[src/rtl/multicycle_control_pkg.sv]
// Shared encodings for the multicycle RV32I controller: opcodes, FSM states,
// datapath select codes and the per-state control word.
package multicycle_control_pkg;

    localparam logic [6:0] OP_LW  = 7'b0000011;
    localparam logic [6:0] OP_SW  = 7'b0100011;
    localparam logic [6:0] OP_R   = 7'b0110011;
    localparam logic [6:0] OP_I   = 7'b0010011;
    localparam logic [6:0] OP_BEQ = 7'b1100011;
    localparam logic [6:0] OP_JAL = 7'b1101111;

    typedef enum logic [3:0] {
        S_FETCH  = 4'd0,
        S_DECODE = 4'd1,
        S_MEMADR = 4'd2,
        S_MREAD  = 4'd3,
        S_MEMWB  = 4'd4,
        S_MWRITE = 4'd5,
        S_EXECR  = 4'd6,
        S_ALUWB  = 4'd7,
        S_EXECI  = 4'd8,
        S_JAL    = 4'd9,
        S_BEQ    = 4'd10
    } state_e;

    localparam logic [1:0] ALUOP_ADD   = 2'b00;
    localparam logic [1:0] ALUOP_SUB   = 2'b01;
    localparam logic [1:0] ALUOP_FUNCT = 2'b10;

    localparam logic [1:0] SRCA_PC    = 2'b00;
    localparam logic [1:0] SRCA_OLDPC = 2'b01;
    localparam logic [1:0] SRCA_RD1   = 2'b10;

    localparam logic [1:0] SRCB_RD2  = 2'b00;
    localparam logic [1:0] SRCB_IMM  = 2'b01;
    localparam logic [1:0] SRCB_FOUR = 2'b10;

    localparam logic [1:0] RES_ALUOUT    = 2'b00;
    localparam logic [1:0] RES_DATA      = 2'b01;
    localparam logic [1:0] RES_ALURESULT = 2'b10;

    localparam logic [1:0] IMM_I = 2'b00;
    localparam logic [1:0] IMM_S = 2'b01;
    localparam logic [1:0] IMM_B = 2'b10;
    localparam logic [1:0] IMM_J = 2'b11;

    typedef struct packed {
        logic       adr_src;
        logic       mem_write;
        logic       ir_write;
        logic       pc_update;
        logic       rdy_gate;
        logic       branch;
        logic       reg_write;
        logic [1:0] result_src;
        logic [1:0] alu_src_a;
        logic [1:0] alu_src_b;
        logic [1:0] alu_op;
    } ctrl_t;

    // Moore control word; unreachable encodings get FETCH selects with no enables.
    function automatic ctrl_t state_ctrl(input state_e s);
        ctrl_t c;
        c = '0;
        case (s)
            S_FETCH: begin
                c.alu_src_b  = SRCB_FOUR;
                c.result_src = RES_ALURESULT;
                c.ir_write   = 1'b1;
                c.pc_update  = 1'b1;
                c.rdy_gate   = 1'b1;
            end
            S_DECODE: begin
                c.alu_src_a = SRCA_OLDPC;
                c.alu_src_b = SRCB_IMM;
            end
            S_MEMADR: begin
                c.alu_src_a = SRCA_RD1;
                c.alu_src_b = SRCB_IMM;
            end
            S_MREAD: c.adr_src = 1'b1;
            S_MEMWB: begin
                c.result_src = RES_DATA;
                c.reg_write  = 1'b1;
            end
            S_MWRITE: begin
                c.adr_src   = 1'b1;
                c.mem_write = 1'b1;
            end
            S_EXECR: begin
                c.alu_src_a = SRCA_RD1;
                c.alu_op    = ALUOP_FUNCT;
            end
            S_ALUWB: c.reg_write = 1'b1;
            S_EXECI: begin
                c.alu_src_a = SRCA_RD1;
                c.alu_src_b = SRCB_IMM;
                c.alu_op    = ALUOP_FUNCT;
            end
            S_JAL: begin
                c.alu_src_a = SRCA_OLDPC;
                c.alu_src_b = SRCB_FOUR;
                c.pc_update = 1'b1;
            end
            S_BEQ: begin
                c.alu_src_a = SRCA_RD1;
                c.alu_op    = ALUOP_SUB;
                c.branch    = 1'b1;
            end
            default: begin
                c.alu_src_b  = SRCB_FOUR;
                c.result_src = RES_ALURESULT;
            end
        endcase
        return c;
    endfunction

    function automatic logic [1:0] imm_src(input logic [6:0] op);
        case (op)
            OP_SW:   return IMM_S;
            OP_BEQ:  return IMM_B;
            OP_JAL:  return IMM_J;
            default: return IMM_I;
        endcase
    endfunction

endpackage

[src/rtl/aludec.sv]
// ALU decoder: maps ALUOp and the instruction function fields to ALUControl.
module aludec (
    input  logic       op5_i,
    input  logic [2:0] funct3_i,
    input  logic       funct7b5_i,
    input  logic [1:0] alu_op_i,
    output logic [2:0] alu_control_o
);
    import multicycle_control_pkg::*;

    always_comb begin
        alu_control_o = 3'b000;
        case (alu_op_i)
            ALUOP_ADD: alu_control_o = 3'b000;
            ALUOP_SUB: alu_control_o = 3'b001;
            ALUOP_FUNCT: begin
                case (funct3_i)
                    // sub only for R-type with funct7b5; addi never subtracts
                    3'b000:  alu_control_o = (op5_i & funct7b5_i) ? 3'b001 : 3'b000;
                    3'b010:  alu_control_o = 3'b101;
                    3'b110:  alu_control_o = 3'b011;
                    3'b111:  alu_control_o = 3'b010;
                    default: alu_control_o = 3'b000;
                endcase
            end
            default: alu_control_o = 3'b000;
        endcase
    end
endmodule

[src/rtl/mc_mainfsm.sv]
// Main controller FSM: state register, next-state logic and registered
// Moore control word (computed from the next state so it aligns with it).
module mc_mainfsm
    import multicycle_control_pkg::*;
(
    input  logic       clk_i,
    input  logic       reset_i,
    input  logic [6:0] op_i,
    input  logic       rdy_i,
    output logic [3:0] state_o,
    output ctrl_t      ctrl_o,
    output logic       illegal_o
);
    state_e state_q, state_d;
    ctrl_t  ctrl_q;
    logic   op_ok;

    always_comb begin
        op_ok = (op_i == OP_LW) || (op_i == OP_SW) || (op_i == OP_R) ||
                (op_i == OP_I)  || (op_i == OP_BEQ) || (op_i == OP_JAL);
    end

    always_comb begin
        state_d = S_FETCH;
        case (state_q)
            S_FETCH:  state_d = rdy_i ? S_DECODE : S_FETCH;
            S_DECODE: begin
                case (op_i)
                    OP_LW, OP_SW: state_d = S_MEMADR;
                    OP_R:         state_d = S_EXECR;
                    OP_I:         state_d = S_EXECI;
                    OP_BEQ:       state_d = S_BEQ;
                    OP_JAL:       state_d = S_JAL;
                    default:      state_d = S_FETCH;
                endcase
            end
            S_MEMADR: state_d = (op_i == OP_LW) ? S_MREAD : S_MWRITE;
            S_MREAD:  state_d = rdy_i ? S_MEMWB : S_MREAD;
            S_MEMWB:  state_d = S_FETCH;
            S_MWRITE: state_d = rdy_i ? S_FETCH : S_MWRITE;
            S_EXECR:  state_d = S_ALUWB;
            S_ALUWB:  state_d = S_FETCH;
            S_EXECI:  state_d = S_ALUWB;
            S_JAL:    state_d = S_ALUWB;
            S_BEQ:    state_d = S_FETCH;
            default:  state_d = S_FETCH;
        endcase
    end

    always_ff @(posedge clk_i or posedge reset_i) begin
        if (reset_i) begin
            state_q <= S_FETCH;
            ctrl_q  <= state_ctrl(S_FETCH);
        end else begin
            state_q <= state_d;
            ctrl_q  <= state_ctrl(state_d);
        end
    end

    // An upset into an unused encoding must not fire any enable.
    always_comb begin
        ctrl_o = ctrl_q;
        if (state_q > S_BEQ) begin
            ctrl_o = state_ctrl(state_q);
        end
    end

    assign state_o   = state_q;
    assign illegal_o = (state_q == S_DECODE) && !op_ok;

endmodule

[src/rtl/multicycle_control.sv]
// Multicycle RV32I controller top: main FSM, ALU decoder, ImmSrc decode,
// ready gating of FETCH enables and the PCWrite combine.
module multicycle_control
    import multicycle_control_pkg::*;
#(
    parameter bit WAIT_EN = 1'b1
) (
    input  logic       clk,
    input  logic       reset,
    input  logic [6:0] op,
    input  logic [2:0] funct3,
    input  logic       funct7b5,
    input  logic       Zero,
    input  logic       MemReady,
    output logic       PCWrite,
    output logic       AdrSrc,
    output logic       MemWrite,
    output logic       IRWrite,
    output logic [1:0] ResultSrc,
    output logic [2:0] ALUControl,
    output logic [1:0] ALUSrcA,
    output logic [1:0] ALUSrcB,
    output logic [1:0] ImmSrc,
    output logic       RegWrite,
    output logic       IllegalInstr,
    output logic [3:0] State
);
    ctrl_t ctrl;
    logic  rdy;
    logic  gate;
    logic  illegal;
    logic  pc_update;

    assign rdy = MemReady | ~WAIT_EN;

    mc_mainfsm u_fsm (
        .clk_i     (clk),
        .reset_i   (reset),
        .op_i      (op),
        .rdy_i     (rdy),
        .state_o   (State),
        .ctrl_o    (ctrl),
        .illegal_o (illegal)
    );

    aludec u_aludec (
        .op5_i         (op[5]),
        .funct3_i      (funct3),
        .funct7b5_i    (funct7b5),
        .alu_op_i      (ctrl.alu_op),
        .alu_control_o (ALUControl)
    );

    // FETCH enables wait for memory; MWRITE keeps its strobe up while stalled.
    assign gate      = ~ctrl.rdy_gate | rdy;
    assign pc_update = ctrl.pc_update & gate;

    assign PCWrite      = ~reset & (pc_update | (ctrl.branch & Zero));
    assign IRWrite      = ~reset & ctrl.ir_write & gate;
    assign MemWrite     = ~reset & ctrl.mem_write;
    assign RegWrite     = ~reset & ctrl.reg_write;
    assign IllegalInstr = ~reset & illegal;

    assign AdrSrc    = ctrl.adr_src;
    assign ResultSrc = ctrl.result_src;
    assign ALUSrcA   = ctrl.alu_src_a;
    assign ALUSrcB   = ctrl.alu_src_b;
    assign ImmSrc    = imm_src(op);

endmodule

[config.mk]
export PLATFORM = sky130hd
export DESIGN_NAME = multicycle_control
export DESIGN_NICKNAME = d
export VERILOG_FILES = /design/src/rtl/multicycle_control_pkg.sv /design/src/rtl/aludec.sv /design/src/rtl/mc_mainfsm.sv /design/src/rtl/multicycle_control.sv
export SDC_FILE = /design/constraint.sdc
export NUM_CORES = 1
export LEC_CHECK = 0
export CAP_MARGIN = 20
export CORE_MARGIN = 3
export CORE_UTILIZATION = 46
export CTS_CLUSTER_SIZE = 8
export DETAILED_ROUTE_END_ITERATION = 8
export PLACE_DENSITY_LB_ADDON = 0.1
export SYNTH_ARGS = -nofsm -noshare
export SYNTH_HDL_FRONTEND = slang
export SYNTH_SLANG_ARGS = --single-unit
[constraint.sdc]
create_clock -name clk -period 2.4 [get_ports clk]
set_input_delay 0.36 -clock clk [delete_from_list [all_inputs] [get_ports clk]]
set_output_delay 0.36 -clock clk [all_outputs]
set_load 0.05 [all_outputs]
==> summary.md <==
| Metric | Value |
|---|---|
| Status | finished, final reports clean |
| Worst Tran Pin Value | approximately 0.60 ns |
| Vias | between 1000 and 1500 |
| Drt total wl | 3.08 mm |
| Max-slew headroom | 0.603 |
| CP cell instances | inv_2 -> nand2_2 -> nand2_4 -> and2_1 -> inv_1 -> ha_1 -> nor3b_2 -> nor2_1 -> nor2_2 -> buf_12 |
| CTS root buf | clkbuf_4 |
| Max-cap violations | 0 |
| M2 GR Usage | 0.347 |
| CTS tree | done |
| Final #Nets | 192 |
| Total power | approximately 0.89 mW |
| Met1 Use GR | 0.260 |
| R2R cell count | 8 |
| Synth top cells by count | dfrtp_1, nand2_1, inv_1 |
| Launch point of the worst reg-to-reg path | u_fsm.state_o[2] |
| Register area share after synthesis | 0.371 |
| Worst hold slack | about 0.57 ns |
| Setup violations, final | 0 |
| Share of post-route cells with drive strength above 1 | 0.333 |
| Yosys cell types | 47 |
| Final Util | 0.754 |
| Vias in the first global route | between 1000 and 1500 |
| Setup Slack @ Placement | between 0.06 and 0.07 ns |
| Antenna Cells | 0 |
| Initial DRC Count | 50 |
| Inst Count DP | 193 |
| Leakage | 0.784 nW |
| CP Class | reg2out |
| Die Area | approximately 0.0032 mm² |
| Finished Layout Cells | between 200 and 250 |
| DR WL/cell | about 15 µm |
| Gr usage total | 0.201 |
| RSZ-0062 raised after global routing | no |
| Residual DRC | 0 |
| Post-DRT Antenna Nets | 0 |
| Synth top area cells | dfrtp_1, dfstp_2, and2_1, nand2_1, nor3_1 |
| Startpoint Class | flip-flop |
| Top cell type's share of synthesized area | 0.281 |
| Die Wd | around 56 µm |
| Gpl congestion | ~0.91 |
| Row cnt | 17 |
| Syn_nets | between 100 and 150 |
| CP max stage cell | dfrtp_1 |
| Met3 Use GR | 0.0139 |
| Bufs on Longest Clock Path | 2 |
| Main synth FF type | dfrtp_1 |
| Critical Path AT | about 1.9 ns |
| CTS sink count | 17 |
| Fin. Hold Viols | 0 |
| WP data required | 2.04 ns |
| #FFs+latches synth | 17 |
| Starting density of the core | 0.504 |
| Fmax | 438 MHz |
| CP delay by family, top | simple AND/OR/NAND/NOR gates |
| Worst path max stage delay | approximately 0.42 ns |
| CP max FO | 8 |
| Cell taking the most area after synthesis | dfrtp_1 |
| I/O pin cnt | 36 |
| Largest net degree at the start of global routing | 18 |
| Gr busiest metal | met2 |
| CTS Buf Count | 3 |
| Final period utilization | 0.951 |
| DP Area | around 0.0016 mm² |
| Synth-to-Final Area Change | 49.5% |
| DPL Wire Length | about 2.4 mm |
| Post-synth EDFFs | 0 |
| CTS Hold Buffers Added | 0 |
| Asr flop ratio synth | 1.00 |
| H-tree Lvls | 1 |
| Number of synthesis warnings | 0 |
| Setup Skew | about 0.013 ns |
| Crit path buf inv count | 3 |
| Reg2reg end | u_fsm.ctrl_q[14] |
| Cell area after synthesis | roughly 0.0012 mm² |
| Setup ws final | around 0.12 ns |
| Die Y | 56.2 µm |
| Buffers on Ports | 35 |
| First-pass GRT wire length | a little over 5 mm |
| Post-Syn Instances | 130 |
| Syn_area_per_cell | between 8 and 9 µm² |
| Grt total ovfl | 0 |
| Min Tclk post-route | 2.28 ns |
| Max IR drop VDD | about 0.48 mV |
| Via/cell ratio | 5.59 |
| Worst hold path class | in2async |
| Drt pass-1 iters | 4 |
| Slew Limit Fails | 0 |
| Fin Setup TNS | 0 ns |
| PwrDens | just over 500 mW/mm² |
| Initial antenna violation count | 0 |
| Design Area, Final | roughly 0.0017 mm² |
| Flop2flop setup slack | around 0.3 ns |
| Worst Setup End Kind | output pin |
| Clk_lat worst skew | approximately 0.29 ns |
| Core ar. | between 0.002 and 0.0025 mm² |
| CTS clk-pin slew, worst paths | about 0.10 ns |
logic make-up (layout without fill, tap and decap cells):
group	Yosys count	in the layout	synth area share
simple gates	67	67	0.359
compound gates	25	25	0.149
flops	17	17	0.371
buf+inv	17	61	0.0831
fa+ha+maj	3	3	0.0302
xor+xnor	1	1	0.00756
flip-flops by register name (all words and copies together), names as in the netlist:
register       count
u_fsm.state_o      4
u_fsm.ctrl_q      13
power breakdown:
group          leakage, nW  internal, mW  switching, mW
Clock               0.0177        0.0618         0.0853
Sequential           0.219         0.333         0.0120
Combinational        0.547         0.156          0.237
layout by cell type (no fill, tap or decap), types with 2 or more instances in the layout:
cell type,count
nor2_1,8
and2_2,2
dfstp_2,4
buf_4,19
nand3b_1,2
ha_1,2
nor3_4,3
inv_1,9
nand3_1,2
o21ai_0,5
clkdlybuf4s50_1,18
clkbuf_4,3
o31ai_1,2
nand2_1,11
dfrtp_1,13
a21oi_1,6
nand2b_1,6
buf_12,10
and3_1,2
nor3_1,6
and2_1,9
a21boi_1,2
area by class of cell:
type,instances,area [µm²]
fill,155,566
tap,28,35.0
sequential,17,430
clock buffer,3,22.5
clock inverter,1,5.00
timing repair buffer,47,523
inverter,10,37.5
multi-input combinational,96,678
worst max path at each step:
stage,from,end,slack [ns],depth (start not counted)
2_1_floorplan,u_fsm.state_o[2],ALUControl[1],-0.28,7
3_3_place_gp,op[2],u_fsm.ctrl_q[11],0.09,6
3_5_place_dp,op[2],u_fsm.ctrl_q[14],0.06,6
4_1_cts,u_fsm.state_o[2],ALUControl[1],0.03,8
5_1_grt,u_fsm.state_o[2],ALUControl[0],0.002,10
6_report,u_fsm.state_o[2],ALUControl[0],0.12,10
metal layers:
layer  vias to the layer above  wire length, µm
met1                       534             1220
met3                         6              188
met2                        47             1620
met4                         0               46
li1                        542                -
met5                         -                0
what timing repair did:
item                       in CTS  in global routing
gates resized for setup         2                  4
setup buffers                   0                  5
setup endpoints to repair       2                  2
pin swaps                       1                  2
Note: power is estimated with default switching activity, not from simulation.
